--- src/rtl/lc3b_types.sv ---
// Shared LC-3b types used by the victim-cache write-back path.
package lc3b_types;

   typedef logic [127:0] lc3b_line;
   typedef logic [11:0]  lc3b_line_addr;

   typedef enum logic [0:0] {
      VCWB_IDLE,
      VCWB_WRITE
   } vc_wb_state_t;

endpackage

--- src/rtl/vc_wb_queue.sv ---
// Circular store of pending dirty lines with head/tail pointers, occupancy count
// and a youngest-match combinational lookup.
module vc_wb_queue
   import lc3b_types::*;
#(
   parameter int unsigned DEPTH  = 4,
   parameter int unsigned ADDR_W = 12,
   parameter int unsigned DATA_W = 128
) (
   input  logic                       clk,
   input  logic                       reset,
   input  logic                       push,
   input  logic [ADDR_W-1:0]          push_addr,
   input  logic [DATA_W-1:0]          push_data,
   input  logic                       pop,
   output logic [ADDR_W-1:0]          head_addr,
   output logic [DATA_W-1:0]          head_data,
   output logic                       full,
   output logic                       empty,
   output logic [$clog2(DEPTH):0]     count,
   input  logic [ADDR_W-1:0]          lookup_address,
   output logic                       lookup_hit,
   output logic [DATA_W-1:0]          lookup_data
);

   localparam int unsigned PTR_W = $clog2(DEPTH);
   localparam int unsigned CNT_W = $clog2(DEPTH) + 1;

   logic [ADDR_W-1:0] addr_q [DEPTH];
   logic [DATA_W-1:0] data_q [DEPTH];
   logic [DEPTH-1:0]  valid_q, valid_d;
   logic [PTR_W-1:0]  head_q, head_d;
   logic [PTR_W-1:0]  tail_q, tail_d;
   logic [CNT_W-1:0]  count_q, count_d;
   logic              push_en, pop_en;

   assign full    = (count_q == CNT_W'(DEPTH));
   assign empty   = (count_q == '0);
   assign count   = count_q;
   assign push_en = push && !full;
   assign pop_en  = pop && !empty;

   assign head_addr = addr_q[head_q];
   assign head_data = data_q[head_q];

   // Payload storage carries no reset; only the valid bits gate its use.
   always_ff @(posedge clk) begin
      if (push_en) begin
         addr_q[tail_q] <= push_addr;
         data_q[tail_q] <= push_data;
      end
   end

   always_comb begin
      valid_d = valid_q;
      head_d  = head_q;
      tail_d  = tail_q;
      count_d = count_q;
      if (pop_en) begin
         valid_d[head_q] = 1'b0;
         head_d          = head_q + PTR_W'(1);
      end
      if (push_en) begin
         valid_d[tail_q] = 1'b1;
         tail_d          = tail_q + PTR_W'(1);
      end
      case ({push_en, pop_en})
         2'b10:   count_d = count_q + CNT_W'(1);
         2'b01:   count_d = count_q - CNT_W'(1);
         default: count_d = count_q;
      endcase
   end

   always_ff @(posedge clk or posedge reset) begin
      if (reset) begin
         valid_q <= '0;
         head_q  <= '0;
         tail_q  <= '0;
         count_q <= '0;
      end else begin
         valid_q <= valid_d;
         head_q  <= head_d;
         tail_q  <= tail_d;
         count_q <= count_d;
      end
   end

   // Walk from oldest to youngest so the last match, the youngest, wins.
   always_comb begin
      logic [PTR_W-1:0] idx;
      idx         = '0;
      lookup_hit  = 1'b0;
      lookup_data = '0;
      for (int unsigned i = 0; i < DEPTH; i++) begin
         idx = head_q + PTR_W'(i);
         if (valid_q[idx] && (addr_q[idx] == lookup_address)) begin
            lookup_hit  = 1'b1;
            lookup_data = data_q[idx];
         end
      end
   end

endmodule

--- src/rtl/vc_wb_drain.sv ---
// Write-back drain buffer: queues dirty victim lines and retires them to pmem
// one at a time, with a lookup port for pending lines.
module vc_wb_drain
   import lc3b_types::*;
#(
   parameter int unsigned DEPTH  = 4,
   parameter int unsigned ADDR_W = 12,
   parameter int unsigned DATA_W = 128
) (
   input  logic                   clk,
   input  logic                   reset,
   input  logic                   wb_valid,
   input  logic [ADDR_W-1:0]      wb_address,
   input  logic [DATA_W-1:0]      wb_data,
   output logic                   wb_ready,
   input  logic [ADDR_W-1:0]      lookup_address,
   output logic                   lookup_hit,
   output logic [DATA_W-1:0]      lookup_data,
   output logic [15:0]            pmem_address,
   output logic [DATA_W-1:0]      pmem_wdata,
   output logic                   pmem_write,
   input  logic                   pmem_resp,
   output logic                   empty,
   output logic [$clog2(DEPTH):0] count
);

   vc_wb_state_t      state_q, state_d;
   logic              full;
   logic              pop;
   logic [ADDR_W-1:0] head_addr;
   logic [DATA_W-1:0] head_data;

   assign wb_ready = !full;

   vc_wb_queue #(
      .DEPTH  (DEPTH),
      .ADDR_W (ADDR_W),
      .DATA_W (DATA_W)
   ) u_queue (
      .clk            (clk),
      .reset          (reset),
      .push           (wb_valid),
      .push_addr      (wb_address),
      .push_data      (wb_data),
      .pop            (pop),
      .head_addr      (head_addr),
      .head_data      (head_data),
      .full           (full),
      .empty          (empty),
      .count          (count),
      .lookup_address (lookup_address),
      .lookup_hit     (lookup_hit),
      .lookup_data    (lookup_data)
   );

   always_ff @(posedge clk or posedge reset) begin
      if (reset) begin
         state_q <= VCWB_IDLE;
      end else begin
         state_q <= state_d;
      end
   end

   // Returning to IDLE after every response forces a low pmem_write cycle
   // between back-to-back writes.
   always_comb begin
      state_d = state_q;
      pop     = 1'b0;
      case (state_q)
         VCWB_IDLE: begin
            if (!empty) state_d = VCWB_WRITE;
         end
         VCWB_WRITE: begin
            if (pmem_resp) begin
               pop     = 1'b1;
               state_d = VCWB_IDLE;
            end
         end
         default: state_d = VCWB_IDLE;
      endcase
   end

   assign pmem_write   = (state_q == VCWB_WRITE);
   assign pmem_address = 16'({head_addr, 4'b0000});
   assign pmem_wdata   = head_data;

endmodule

--- config.mk ---
export PLATFORM = sky130hd
export DESIGN_NAME = vc_wb_drain
export DESIGN_NICKNAME = d
export VERILOG_FILES = /design/src/rtl/lc3b_types.sv /design/src/rtl/vc_wb_queue.sv /design/src/rtl/vc_wb_drain.sv
export SDC_FILE = /design/constraint.sdc
export NUM_CORES = 1
export LEC_CHECK = 0
export CORE_ASPECT_RATIO = 0.9
export CORE_MARGIN = 5
export CORE_UTILIZATION = 50
export DETAILED_ROUTE_END_ITERATION = 10
export GPL_TIMING_DRIVEN = 0
export PLACE_DENSITY = 0.73
export SLEW_MARGIN = 15
export SYNTH_ARGS = -nofsm -noshare
export SYNTH_HDL_FRONTEND = slang
export SYNTH_SLANG_ARGS = --single-unit
export TNS_END_PERCENT = 50
--- constraint.sdc ---
create_clock -name clk -period 8.36 [get_ports clk]
set_input_delay 2.508 -clock clk [delete_from_list [all_inputs] [get_ports clk]]
set_output_delay 2.508 -clock clk [all_outputs]
set_load 0.02 [all_outputs]
After elaboration in Yosys (flattened, before gate mapping)
Memories as Yosys holds them, arrays and structs flattened.
Index checks and enable logic that the tools add are counted.
{"block": "totals", "ram_bits": 560, "elab_cells": 73, "rom_bits": 0, "mem_count": 2, "latchBits": 0, "ff_bits": 12}
{"block": "classes", "div": 0, "eq_ne": 7, "n_shift": 0, "reduce_logical": 12, "n_addsub": 6, "n_lt_le_gt_ge": 7, "n_mux": 30, "n_mul": 0, "bitwise_logic": 4}
{"name": "u_queue.data_q", "depth": 4, "width": 128, "rd": 4, "rd_clocked_by_memory_dff": 0, "wr": 1, "line": "vc_wb_queue.sv:30", "source": "logic [DATA_W-1:0] data_q [DEPTH];"}
{"name": "u_queue.addr_q", "depth": 4, "width": 12, "rd": 4, "rd_clocked_by_memory_dff": 0, "wr": 1, "line": "vc_wb_queue.sv:29", "source": "logic [ADDR_W-1:0] addr_q [DEPTH];"}
{"op": "$mux W128", "n": 4}
{"op": "$eq A12 B12 Y1", "n": 4}
{"op": "$mux W1", "n": 16}
{"op": "$lt A2 B3 Y1 const B", "n": 5}
{"op": "$bmux W1 S2", "n": 4}
{"op": "$logic_and A1 B1 Y1", "n": 8}
{"op": "$mux W4", "n": 2}
{"op": "$pmux W3 S2", "n": 1}
{"op": "$add A2 B1 Y2 const B", "n": 2}
{"op": "$add A2 B2 Y2 const B", "n": 2}
{"op": "$and A4 B4 Y4", "n": 1}
{"op": "$demux W1 S2", "n": 2}
{"op": "$ge A2 B1 Y1 const B", "n": 2}
{"op": "$not A4 Y4", "n": 1}
{"op": "$or A4 B4 Y4", "n": 1}
{"op": "$add A3 B1 Y3 const B", "n": 1}
{"op": "$eq A3 B3 Y1 const B", "n": 1}
{"op": "$logic_not A3 Y1", "n": 1}
{"op": "$sub A3 B1 Y3 const B", "n": 1}
{"op": "$eq A2 B1 Y1 const B", "n": 1}
{"op": "$eq A2 B2 Y1 const B", "n": 1}
{"op": "$logic_not A1 Y1", "n": 2}
{"op": "$pmux W1 S2", "n": 1}
{"op": "$reduce_bool A2 Y1", "n": 1}
{"op": "$not A1 Y1", "n": 1}

Depth between registers and ports, before layout
Gate-level depths: netlist (run 1).
{"block": "logic_depth", "ltp_word": 9, "depth_mapped": 15}

Modules after synthesis
A second synthesis (run 1) with hierarchy kept.
{"block": "unflattened", "hier_cells": 2055, "hier_area_um2": 34699.5}
{"module": "vc_wb_queue", "cells_each": 2045, "area_per_inst_um2": 34615.7, "seq_area_each_um2": 17091.4, "instances": 1}
{"module": "vc_wb_drain", "cells_each": 10, "area_per_inst_um2": 83.8, "seq_area_each_um2": 25.0, "instances": 1}

Least setup slack after synthesis (run 1)
Ideal clock, no wire load.
{"block": "synth_timing", "path_type": "input -> output", "start": "input lookup_address[10]", "end": "output lookup_data[10]", "arrival_ns": 4.551, "setup_slack_ns": 1.301, "required_time_ns": 5.852, "cell_stages": 9, "path_cell_list": "clkbuf_1 > a221oi_1 > a31o_2 > o2111ai_1 > nor4_1 > clkbuf_1 > clkbuf_1 > a311oi_1 > o22ai_1"}
{"block": "synth_via", "elab_chain_cells": 6, "word_cells_on_any_way": 12}
{"item": "start: declaration", "line": "vc_wb_drain.sv:16", "source": "input logic [ADDR_W-1:0] lookup_address,"}
{"item": "$eq A12 B12 Y1", "line": "vc_wb_queue.sv:96", "source": "if (valid_q[idx] && (addr_q[idx] == lookup_address)) begin"}
{"item": "$logic_and A1 B1 Y1", "line": "vc_wb_queue.sv:96"}
{"item": "$mux W128 (3 in a row)", "line": "vc_wb_queue.sv:96"}
{"item": "$mux W128 *", "line": "vc_wb_queue.sv:96"}
{"item": "end: declaration", "line": "vc_wb_drain.sv:18", "source": "output logic [DATA_W-1:0] lookup_data,"}
Every way passes the cells marked *; elsewhere a longest branch is shown, timed or not.

Worst setup path after layout (run 1)
{"block": "layout_timing", "start": "input lookup_address[8]", "end": "output lookup_data[50]"}
Same word-level chain as after synthesis.

==> metrics.log, run 1 <==
INFO  metric status = completed
INFO  metric setup.reg_to_reg.worst_slack = 4300 ps
INFO  metric cts_root_cell = clkbuf_16
INFO  metric cts_num_sinks = 572
INFO  metric wire_length_per_cell_after_detailed_routing = 33.3 um
INFO  metric port_buffers = 422
INFO  metric initial_utilization = 50.5%
INFO  metric htree_levels = 3
INFO  metric ir_worst_vdd = 0.242 mV
INFO  metric critical_path.startpoint_type = input pin
INFO  metric cp_top_family = buffers and inverters
INFO  metric synth_top_area_cell = edfxtp_1
INFO  metric drc = 0
INFO  metric first_global_vias = 27400
INFO  metric die_x = 293 um
INFO  metric timing.final.setup_violations = 0
INFO  metric yosys.area.top_type_share = 46.6%
INFO  metric rsz_0062_raised_after_global_routing = yes
INFO  metric syn-cell-area = 36100 um2
INFO  metric core-area = 71600 um2
INFO  metric worst-path-max-fanout = 10
INFO  metric cpMaxStageDelayCell = clkdlybuf4s50_1
INFO  metric drt_pass1_iterations = 7
INFO  metric synthesis.area_per_instance = 16.3 um2
INFO  metric routed-via-count = 27300
INFO  metric gp_congestion = 0.886
INFO  metric groute.usage.overall = 30.9%
INFO  metric cp_num_buf_inv = 5
INFO  metric worst_path_largest_cell_delay = 490 ps
INFO  metric totalWireLength = 124000 um
INFO  metric p_per_area = 382 nW/um2
INFO  metric io_pins = 435
INFO  metric setup.worst_path.class = input pin to output port
INFO  metric worst_r2r_path_depth = 13
INFO  metric final.setup.tns = 0 ps
INFO  metric layout.filler_cells = 5244
INFO  metric grt-ovfl-total = 0
INFO  metric route.antenna.remaining_nets = 0
INFO  metric hold_viol = 0
INFO  metric clock_tree_from_tritoncts = yes
INFO  metric post_route_cells_drive_above_1_share = 31.9%
INFO  metric path_cells = clkdlybuf4s50_1 -> inv_1 -> o21ai_0 -> o21a_1 -> o31ai_1 -> nor4b_4 -> buf_6 -> buf_2 -> a311oi_1 -> o22ai_1 -> dlygate4sd2_1
INFO  metric ys_seq_area_share = 47.4%
INFO  metric synth.lib_cells_used.distinct = 53
INFO  metric timing_max_transition_violations_final = 0
INFO  metric dominant_cell_by_count_in_the_synthesized_netlist = edfxtp_1
INFO  metric final_core_util = 61.9%
INFO  metric buffers_from_clock_root_to_sink_at_most = 3
INFO  metric antenna_found_initial = 26
INFO  metric synthFlopType = edfxtp_1
INFO  metric cts_stage_hold_buffer_count = 0
INFO  metric finalWorstPathRequiredPeriod = 8310 ps
INFO  metric floorplan.die_area = 77700 um2
INFO  metric worstSetupEndpointType = output port
INFO  metric dr.first_iter.drc_count = 3840
INFO  metric finClkSkew = 26.2 ps
INFO  metric synth_enable_flop_cells = 560
INFO  metric viasPerCell = 7.31
INFO  metric cap_viol_max_count = 0
INFO  metric yosysWarnings = 0
INFO  metric min_path_cells = 1
INFO  metric r2r-start = u_queue.head_q[0]$_DFFE_PP0N_
INFO  metric power = 16.9 mW
INFO  metric synth_async_sr_flop_share = 2.10%
INFO  metric post_route_clock_period_utilization = 99.5%
INFO  metric wire_length_of_the_first_global_routing_pass = 181000 um
INFO  metric area_growth = 22.7%
INFO  metric list_of_most_frequent_post_synthesis_cells = edfxtp_1 (560), mux4_2 (544), inv_1 (141)
INFO  metric crit_required = 5850 ps
INFO  metric worst_slew_slack_as_a_fraction_of_its_limit = 18.0%
INFO  metric p_leak = 15.7 nW
INFO  metric synthCells = 2214
INFO  metric synthesized_flop_and_latch_total = 572
INFO  metric design.final.nets = 2893
INFO  metric synth.area.top_cells = edfxtp_1 (47%), mux4_2 (34%), a311oi_1 (3.1%)
INFO  metric clock_latency = 620 ps
INFO  metric worst_hold_startpoint = pmem_write$_DFF_PP0_
INFO  metric worst-slew-pin-transition = 1230 ps
INFO  metric number_of_cell_rows = 93
INFO  metric cts-buffers-inserted = 67
INFO  metric worst_min_path_class = flip-flop to flip-flop
INFO  metric timing.hold.worst_endpoint = pmem_write$_DFF_PP0_
INFO  metric critPathLaunch = lookup_address[8]
INFO  metric clk_pin_slew_worst_paths = 60 ps
INFO  metric max_clock_freq = 120 MHz
INFO  metric worstPathArrival = 5810 ps
INFO  metric hpwl = 83900 um
INFO  metric r2r-end = u_queue.head_q[1]$_DFFE_PP0N_
INFO  metric fp.dieH = 265 um
INFO  metric grt_start_max_net_pins = 44
worst max-delay path by stage:
stage,cells after the start,end
floorplan,9,lookup_data[10]
global placement,2,u_queue.data_q[3][106]$_DFFE_PP_
detailed placement,11,lookup_data[17]
CTS,11,lookup_data[63]
global route,11,lookup_data[65]
finish,11,lookup_data[50]
report_power, final:
| part | internal [mW] | switching, mW | total (mW) |
|---|---|---|---|
| sequential | 3.81 | 0.437 | 4.25 |
| clock | 1.54 | 1.17 | 2.71 |
| combinational | 4.93 | 5.06 | 9.99 |
| total | 10.3 | 6.67 | 16.9 |
cells in the final DEF (no fill, tap or decap), types with 9 or more instances in the layout:
cell,n
diode_2,15
buf_2,79
inv_1,141
nand2_1,13
xor2_1,10
mux2i_1,35
mux4_2,544
buf_4,38
nor3b_1,128
ha_1,9
nor2_1,10
a311oi_1,128
o22ai_2,16
dlygate4sd2_1,75
clkbuf_1,73
dfrtp_1,12
o22ai_1,115
clkdlybuf4s50_1,295
clkbuf_2,61
xnor2_1,31
clkinv_2,13
edfxtp_1,560
dlymetal6s2s_1,44
o21ai_0,136
clkbuf_16,68
clkbuf_4,13
metal layers:
| layer | vias to the layer above | share of wire, % | global-route usage, % |
|---|---|---|---|
| li1 | 10700 | - | - |
| met1 | 14000 | 34 | 40.4 |
| met2 | 2339 | 47 | 47.8 |
| met3 | 358 | 14 | 11.2 |
| met4 | 14 | 4.9 | 12.5 |
| met5 | - | 0.083 | 0 |
flip-flops by register name (all words and copies together), names as in the netlist:
| register | cells |
|---|---|
| pmem_write | 1 |
| u_queue.valid_q | 4 |
| u_queue.tail_q | 2 |
| u_queue.count | 3 |
| u_queue.head_q | 2 |
| u_queue.addr_q | 48 |
| u_queue.data_q | 512 |
cell type report:
type                            count  area [um2]  share of cell area, %
Tap cell                          950        1190                   2.68
Buffer                            251        1420                   3.19
Clock inverter                     26         195                  0.440
Inverter                          142         537                   1.21
Antenna cell                       15        37.5                 0.0847
Clock buffer                       89        1790                   4.04
Sequential cell                   572       17100                   38.6
Multi-Input combinational cell   1252       17500                   39.4
Timing Repair Buffer              441        4580                   10.3
kinds of logic after synthesis:
kind of cell             synth area share [%]
multiplexers                             35.0
flip-flops                               47.4
AO/OA/AOI/OAI                            8.00
buffers and inverters                    4.74
AND/OR/NAND/NOR                          3.44
XOR/XNOR                                 1.02
adder cells (fa/ha/maj)                 0.367
other                                  0.0104
what timing repair did:
action | 4_1_cts | 5_1_grt
hold endpoints to repair | 0 | 0
gates cloned | 0 | 0
setup endpoints to repair | 129 | 84
resized for setup | 210 | 86
pin swaps | 2 | 0
setup buffers | 5 | 0
per-stage QoR:
step	setup WS (ps)	hold slack [ps]	cell area, um2	instances
after global placement	-1900	489	41500	3589
after detailed placement	-1280	495	41900	3603
after global routing	-71.3	527	44300	3734
final	45.9	499	44300	3738
after floorplan	1300	493	36100	2217
after CTS	-139	503	44100	3723
Power figures use the tool's default switching activity.
==> run 2: changes to the inputs <==
--- a/config.mk
+++ b/config.mk
@@ -11,7 +11,8 @@
 export DETAILED_ROUTE_END_ITERATION = 10
 export GPL_TIMING_DRIVEN = 0
 export PLACE_DENSITY = 0.73
-export SLEW_MARGIN = 15
+export SETUP_SLACK_MARGIN = 0.4
+export SLEW_MARGIN = 20
 export SYNTH_ARGS = -nofsm -noshare
 export SYNTH_HDL_FRONTEND = slang
 export SYNTH_SLANG_ARGS = --single-unit
==> constraint.sdc (replaced) <==
create_clock -name clk -period 8.36 [get_ports clk]
set_input_delay 1.254 -clock clk [delete_from_list [all_inputs] [get_ports clk]]
set_output_delay 1.254 -clock clk [all_outputs]
set_load 0.02 [all_outputs]
==> run 2 against run 1 <==
Compared with the run above: combinational power fell by 0.8%; setup slack better by 510 ps; count of clock-buffer cells in the layout fell by 3; register-to-register slack worse by 770 ps; routed wire length down 1.1%; die area stayed put; worst hold slack lost 0.66 ps; fmax is 6.5% higher; cell area is 0.47% lower; via count fell by 0.42%; clock power is 6% higher; largest cell class unchanged; highest routed layer unchanged.
==> metrics.log, run 2 (synthesis results as in run 1) <==
INFO  metric initial_utilization = 50.5%
INFO  metric status = completed
INFO  metric worst_min_path_class = flip-flop to flip-flop
INFO  metric worstPathArrival = 6550 ps
INFO  metric preCtsSetupSlack = 452 ps
INFO  metric cap_viol_max_count = 0
INFO  metric dr.first_iter.drc_count = 3763
INFO  metric worstSetupEndpointType = output port
INFO  metric largestRegisters = u_queue.data_q x512, u_queue.addr_q x48, u_queue.valid_q x4
INFO  metric io_pins = 435
INFO  metric antenna_found_initial = 25
INFO  metric placedCellCount = 3604
INFO  metric ir_worst_vdd = 0.216 mV
INFO  metric setup.worst_path.class = flip-flop to output port
INFO  metric htree_levels = 3
INFO  metric number_of_cell_rows = 93
INFO  metric worst_slew_slack_as_a_fraction_of_its_limit = 19.1%
INFO  metric hold_viol = 0
INFO  metric timing.final.setup_violations = 0
INFO  metric core-area = 71600 um2
INFO  metric max_clock_freq = 128 MHz
INFO  metric grt-ovfl-total = 0
INFO  metric route.antenna.remaining_nets = 0
INFO  metric cts-buffers-inserted = 66
INFO  metric drc = 0
INFO  metric port_buffers = 422
INFO  metric layout.filler_cells = 5205
INFO  metric design.final.nets = 2889
INFO  metric wire_length_of_the_first_global_routing_pass = 179000 um
INFO  metric finalNonFillerCells = 3736
INFO  metric totalWireLength = 123000 um
INFO  metric crit_required = 7110 ps
INFO  metric area_growth = 22.1%
INFO  metric final_core_util = 61.6%
INFO  metric p_leak = 14.3 nW
INFO  metric cts_root_cell = clkbuf_16
INFO  metric wire_length_per_cell_after_detailed_routing = 32.9 um
INFO  metric finalWorstPathRequiredPeriod = 7810 ps
INFO  metric cts_num_sinks = 572
INFO  metric gp_congestion = 0.886
INFO  metric max_flop_register = u_queue.data_q
INFO  metric post_route_clock_period_utilization = 93.4%
INFO  metric final_cell_mix = edfxtp_1 (560), mux4_2 (544), clkdlybuf4s50_1 (422), inv_1 (141), o21ai_0 (138)
INFO  metric timing_max_transition_violations_final = 0
INFO  metric die_x = 293 um
INFO  metric first_global_vias = 27400
INFO  metric worst-slew-pin-transition = 1200 ps
INFO  metric fp.dieH = 265 um
INFO  metric cts_stage_hold_buffer_count = 0
INFO  metric clk_pin_slew_worst_paths = 50 ps
INFO  metric drt_pass1_iterations = 5
INFO  metric worst-path-max-fanout = 10
INFO  metric post_route_cells_drive_above_1_share = 28.2%
INFO  metric p_per_area = 386 nW/um2
INFO  metric finalWorstSetupSlack = 552 ps
INFO  metric rsz_0062_raised_after_global_routing = no
INFO  metric buffers_from_clock_root_to_sink_at_most = 3
INFO  metric groute.usage.overall = 30.7%
INFO  metric hpwl = 83700 um
INFO  metric power = 17.0 mW
INFO  metric largest_reg_flops = 512
INFO  metric clock_latency = 620 ps
INFO  metric floorplan.die_area = 77700 um2
INFO  metric critical_path.startpoint_type = flip-flop
INFO  metric design_area = 44100 um2
INFO  metric placedInstanceArea = 41900 um2
INFO  metric multi_input_area = 17300 um2
INFO  metric routed-via-count = 27200
INFO  metric grt_start_max_net_pins = 42
INFO  metric viasPerCell = 7.28
INFO  metric final_common_cell = edfxtp_1
INFO  metric finClkSkew = 20.0 ps
INFO  metric area.sequential = 17100 um2
INFO  metric clock_tree_from_tritoncts = yes
==> run 2: final timing paths <==
kind	startpoint	endpoint	slack (ps)	cells past startpoint
worst max register to register	u_queue.head_q[0]$_DFFE_PP0N_	u_queue.head_q[1]$_DFFE_PP0N_	3530	13
worst max-delay path	u_queue.head_q[0]$_DFFE_PP0N_	lookup_data[45]	550	15
max in group asynchronous	reset	pmem_write$_DFF_PP0_	6990	2
min in group asynchronous	reset	u_queue.tail_q[1]$_DFFE_PP0N_	1030	2
worst min-delay path	pmem_write$_DFF_PP0_	pmem_write$_DFF_PP0_	500	1
worst min register to register	pmem_write$_DFF_PP0_	pmem_write$_DFF_PP0_	500	1
==> run 2: routing by layer <==
| layer | global-route usage, % | up-vias | part of all wire, % |
|---|---|---|---|
| li1 | - | 10700 | - |
| met1 | 39.5 | 13900 | 34 |
| met2 | 47.3 | 2310 | 47 |
| met3 | 11.7 | 368 | 14 |
| met4 | 13.0 | 12 | 4.8 |
| met5 | 0 | - | 0.059 |
==> run 2: worst max-delay path, stage by stage, from the launching register on <==
cell and delay, ps:
dfrtp_1 460, buf_6 240, buf_8 200, clkinv_1 320
ha_1 410, buf_4 240, buf_4 270, buf_2 400
clkbuf_4 490, buf_2 390, clkbuf_2 560, clkbuf_2 450
mux4_2 260, inv_1 40, o22ai_1 430, clkdlybuf4s50_1 750
==> run 2: timing repair <==
item                                    CTS  global route
pin swaps                                 0             1
cloned                                    0             0
setup buffers                             0             1
endpoints found under the setup margin  109            71
gates resized for setup                   8             8
==> run 2: area by class of cell <==
type                            instances  share of cell area, %
Clock buffer                           86                   3.96
Tap cell                              950                   2.70
Buffer                                251                   2.73
Inverter                              142                   1.21
Clock inverter                         31                  0.862
Timing Repair Buffer                  438                   10.4
Sequential cell                       572                   38.8
Multi-Input combinational cell       1252                   39.3
Antenna cell                           14                 0.0794
==> run 2: report_power, final <==
part / switching [mW] / internal [mW]
Combinational: 5.02 / 4.89
Sequential: 0.434 / 3.81
Clock: 1.15 / 1.72
==> run 2: stage by stage <==
stage / hold slack [ps] / TNS [ps]
finish: 499 / 0
CTS: 507 / 0
detailed placement: 500 / 0
global placement: 489 / -336080
floorplan: 493 / 0
global route: 537 / 0
==> RTL edit (settings of run 1) <==
`ADDR_W` is set to 12 in 2 places; all go to 11.
--- a/src/rtl/vc_wb_queue.sv
+++ b/src/rtl/vc_wb_queue.sv
@@ -4,7 +4,7 @@
    import lc3b_types::*;
 #(
    parameter int unsigned DEPTH  = 4,
-   parameter int unsigned ADDR_W = 12,
+   parameter int unsigned ADDR_W = 11,
    parameter int unsigned DATA_W = 128
 ) (
    input  logic                       clk,
--- a/src/rtl/vc_wb_drain.sv
+++ b/src/rtl/vc_wb_drain.sv
@@ -4,7 +4,7 @@
    import lc3b_types::*;
 #(
    parameter int unsigned DEPTH  = 4,
-   parameter int unsigned ADDR_W = 12,
+   parameter int unsigned ADDR_W = 11,
    parameter int unsigned DATA_W = 128
 ) (
    input  logic                   clk,
Ports: changed (resized lookup_address and wb_address); port bits go from 435 to 433. No check against the original RTL was run, so the function may have changed too.
==> RTL edit against run 1 <==
Core utilization decreased by 0.47 points; die area is essentially flat; combinational power decreased by 1%; highest routed layer unchanged; sequential power fell by 1%; final cell count down 0.91%; largest power group unchanged; worst setup slack gained 0.017 ns; sequential share of layout area barely moved; clock power fell by 5%; synthesized area hardly changed; power shrank 1.8%; cell area fell by 0.76%; routed wire length decreased by 5.6%; maximum frequency rose by 0.21%; sequential cell count fell by 4.
==> RTL edit: results (changes against run 1) <==
metric	value	unit	change
n_fill_cell	5112		-2.5%
port_buffers	417		-1.2%
skew	0.0179	ns	-0.00829 ns
ctsResizeCount	36		-83%
critPathMaxStageDelay	0.73	ns	+0.24 ns
synth_common_cells	edfxtp_1 (556), mux4_2 (532), inv_1 (141)		
routed_wl	117	mm	-5.6%
grt_pass1_wl	172	mm	-5.0%
cts_max_level	2		-1
top_regs	u_queue.data_q x512, u_queue.addr_q x44, u_queue.valid_q x4		
crit_path_top_delay_cell	clkdlybuf4s50_1		
postCtsSetupBuffers	0		-5
dr.pass1.iters	6		-1
drive_gt1_share	33.4	%	+1.5 points
leakage	15.1	nW	-3.7%
power.internal	9.96	mW	-3.1%
critical_path.endpoint	lookup_data[19]		
final_nets	2854		-1.3%
cts_inserted_buffers	61		-9.0%
synth-edff-count	556		-0.71%
dp_hpwl	79.4	mm	-5.4%
drt_iter0_drc	3242		-16%
grt_max_degree	45		+2.3%
startpoint	lookup_address[6]		
p_comb	9.88	mW	-1%
reg2reg_depth	12		-1
place.gp.congestion	0.916		+3.4%
clock_path_buffers	3		unchanged
ys_seq_area_share	47.1	%	-0.29 points
worstPathArrival	5.79	ns	-0.02 ns
status	complete, no violations		
grt.total_usage	29.3	%	-1.6 points
r2r-end	u_queue.head_q[1]		
pwr-share-comb	59.3	%	+0.3 points
ys_types	45		-15%
antenna_found_initial	23		-12%
synthArstFlopShare	2.11	%	+0.015 points
grt_pass1_vias	26300		-4.2%
rrSetupSlack	4.60	ns	+0.30 ns
[RTL edit: cell count changes after synthesis, moves of 7 or more]
cell and change:
a31oi_1 +129, buf_1 +7, o22ai_1 -131, buf_2 -8, o21ai_0 -130, a311oi_1 -128
a221oi_2 +120, nor3b_1 -128, nor2_1 +128, clkbuf_1 -12, nand3_1 +129, mux4_2 -12
[RTL edit: logic make-up (layout without fill, tap and decap cells)]
family / Yosys count / in the layout / synth area share [%]
buffers and inverters: 382 / 922 / 4.60
xor gates and xnor gates: 52 / 52 / 1.26
other: 1 / 20 / 0.0104
and+or+nand+nor: 306 / 306 / 3.87
adders and majority gates: 10 / 10 / 0.368
muxes: 581 / 581 / 34.6
AOI/OAI and AO/OA: 295 / 295 / 8.18
DFF: 568 / 568 / 47.1
[RTL edit: area by class of cell]
type / count / area [µm²] / share of cell area (%)
tap: 950 / 1190 / 2.70
antenna: 15 / 37.5 / 0.0854
clock inverter: 31 / 214 / 0.487
inverter: 142 / 533 / 1.21
clock buffer: 81 / 1650 / 3.76
multi-input combinational: 1249 / 17500 / 39.8
buffer: 239 / 1260 / 2.87
sequential: 568 / 17000 / 38.6
timing repair buffer: 429 / 4600 / 10.5
[RTL edit: stage by stage]
stage	instances	hold slack, ns	setup WS [ns]	area, µm²
global placement	3566	0.481	-1.77	41500
CTS	3689	0.499	-0.0158	43700
detailed placement	3578	0.491	-0.706	41800
finish	3704	0.499	0.0629	44000
global route	3701	0.523	-0.0389	44000
floorplan	2199	0.488	1.24	36100
[RTL edit: routing by layer]
layer	vias up	track usage, %	share of wire (%)
li1	10400	-	-
met1	13500	38.9	36
met2	1818	47.4	49
met3	250	7.24	11
met4	12	11.1	3.8
met5	-	0	0.064
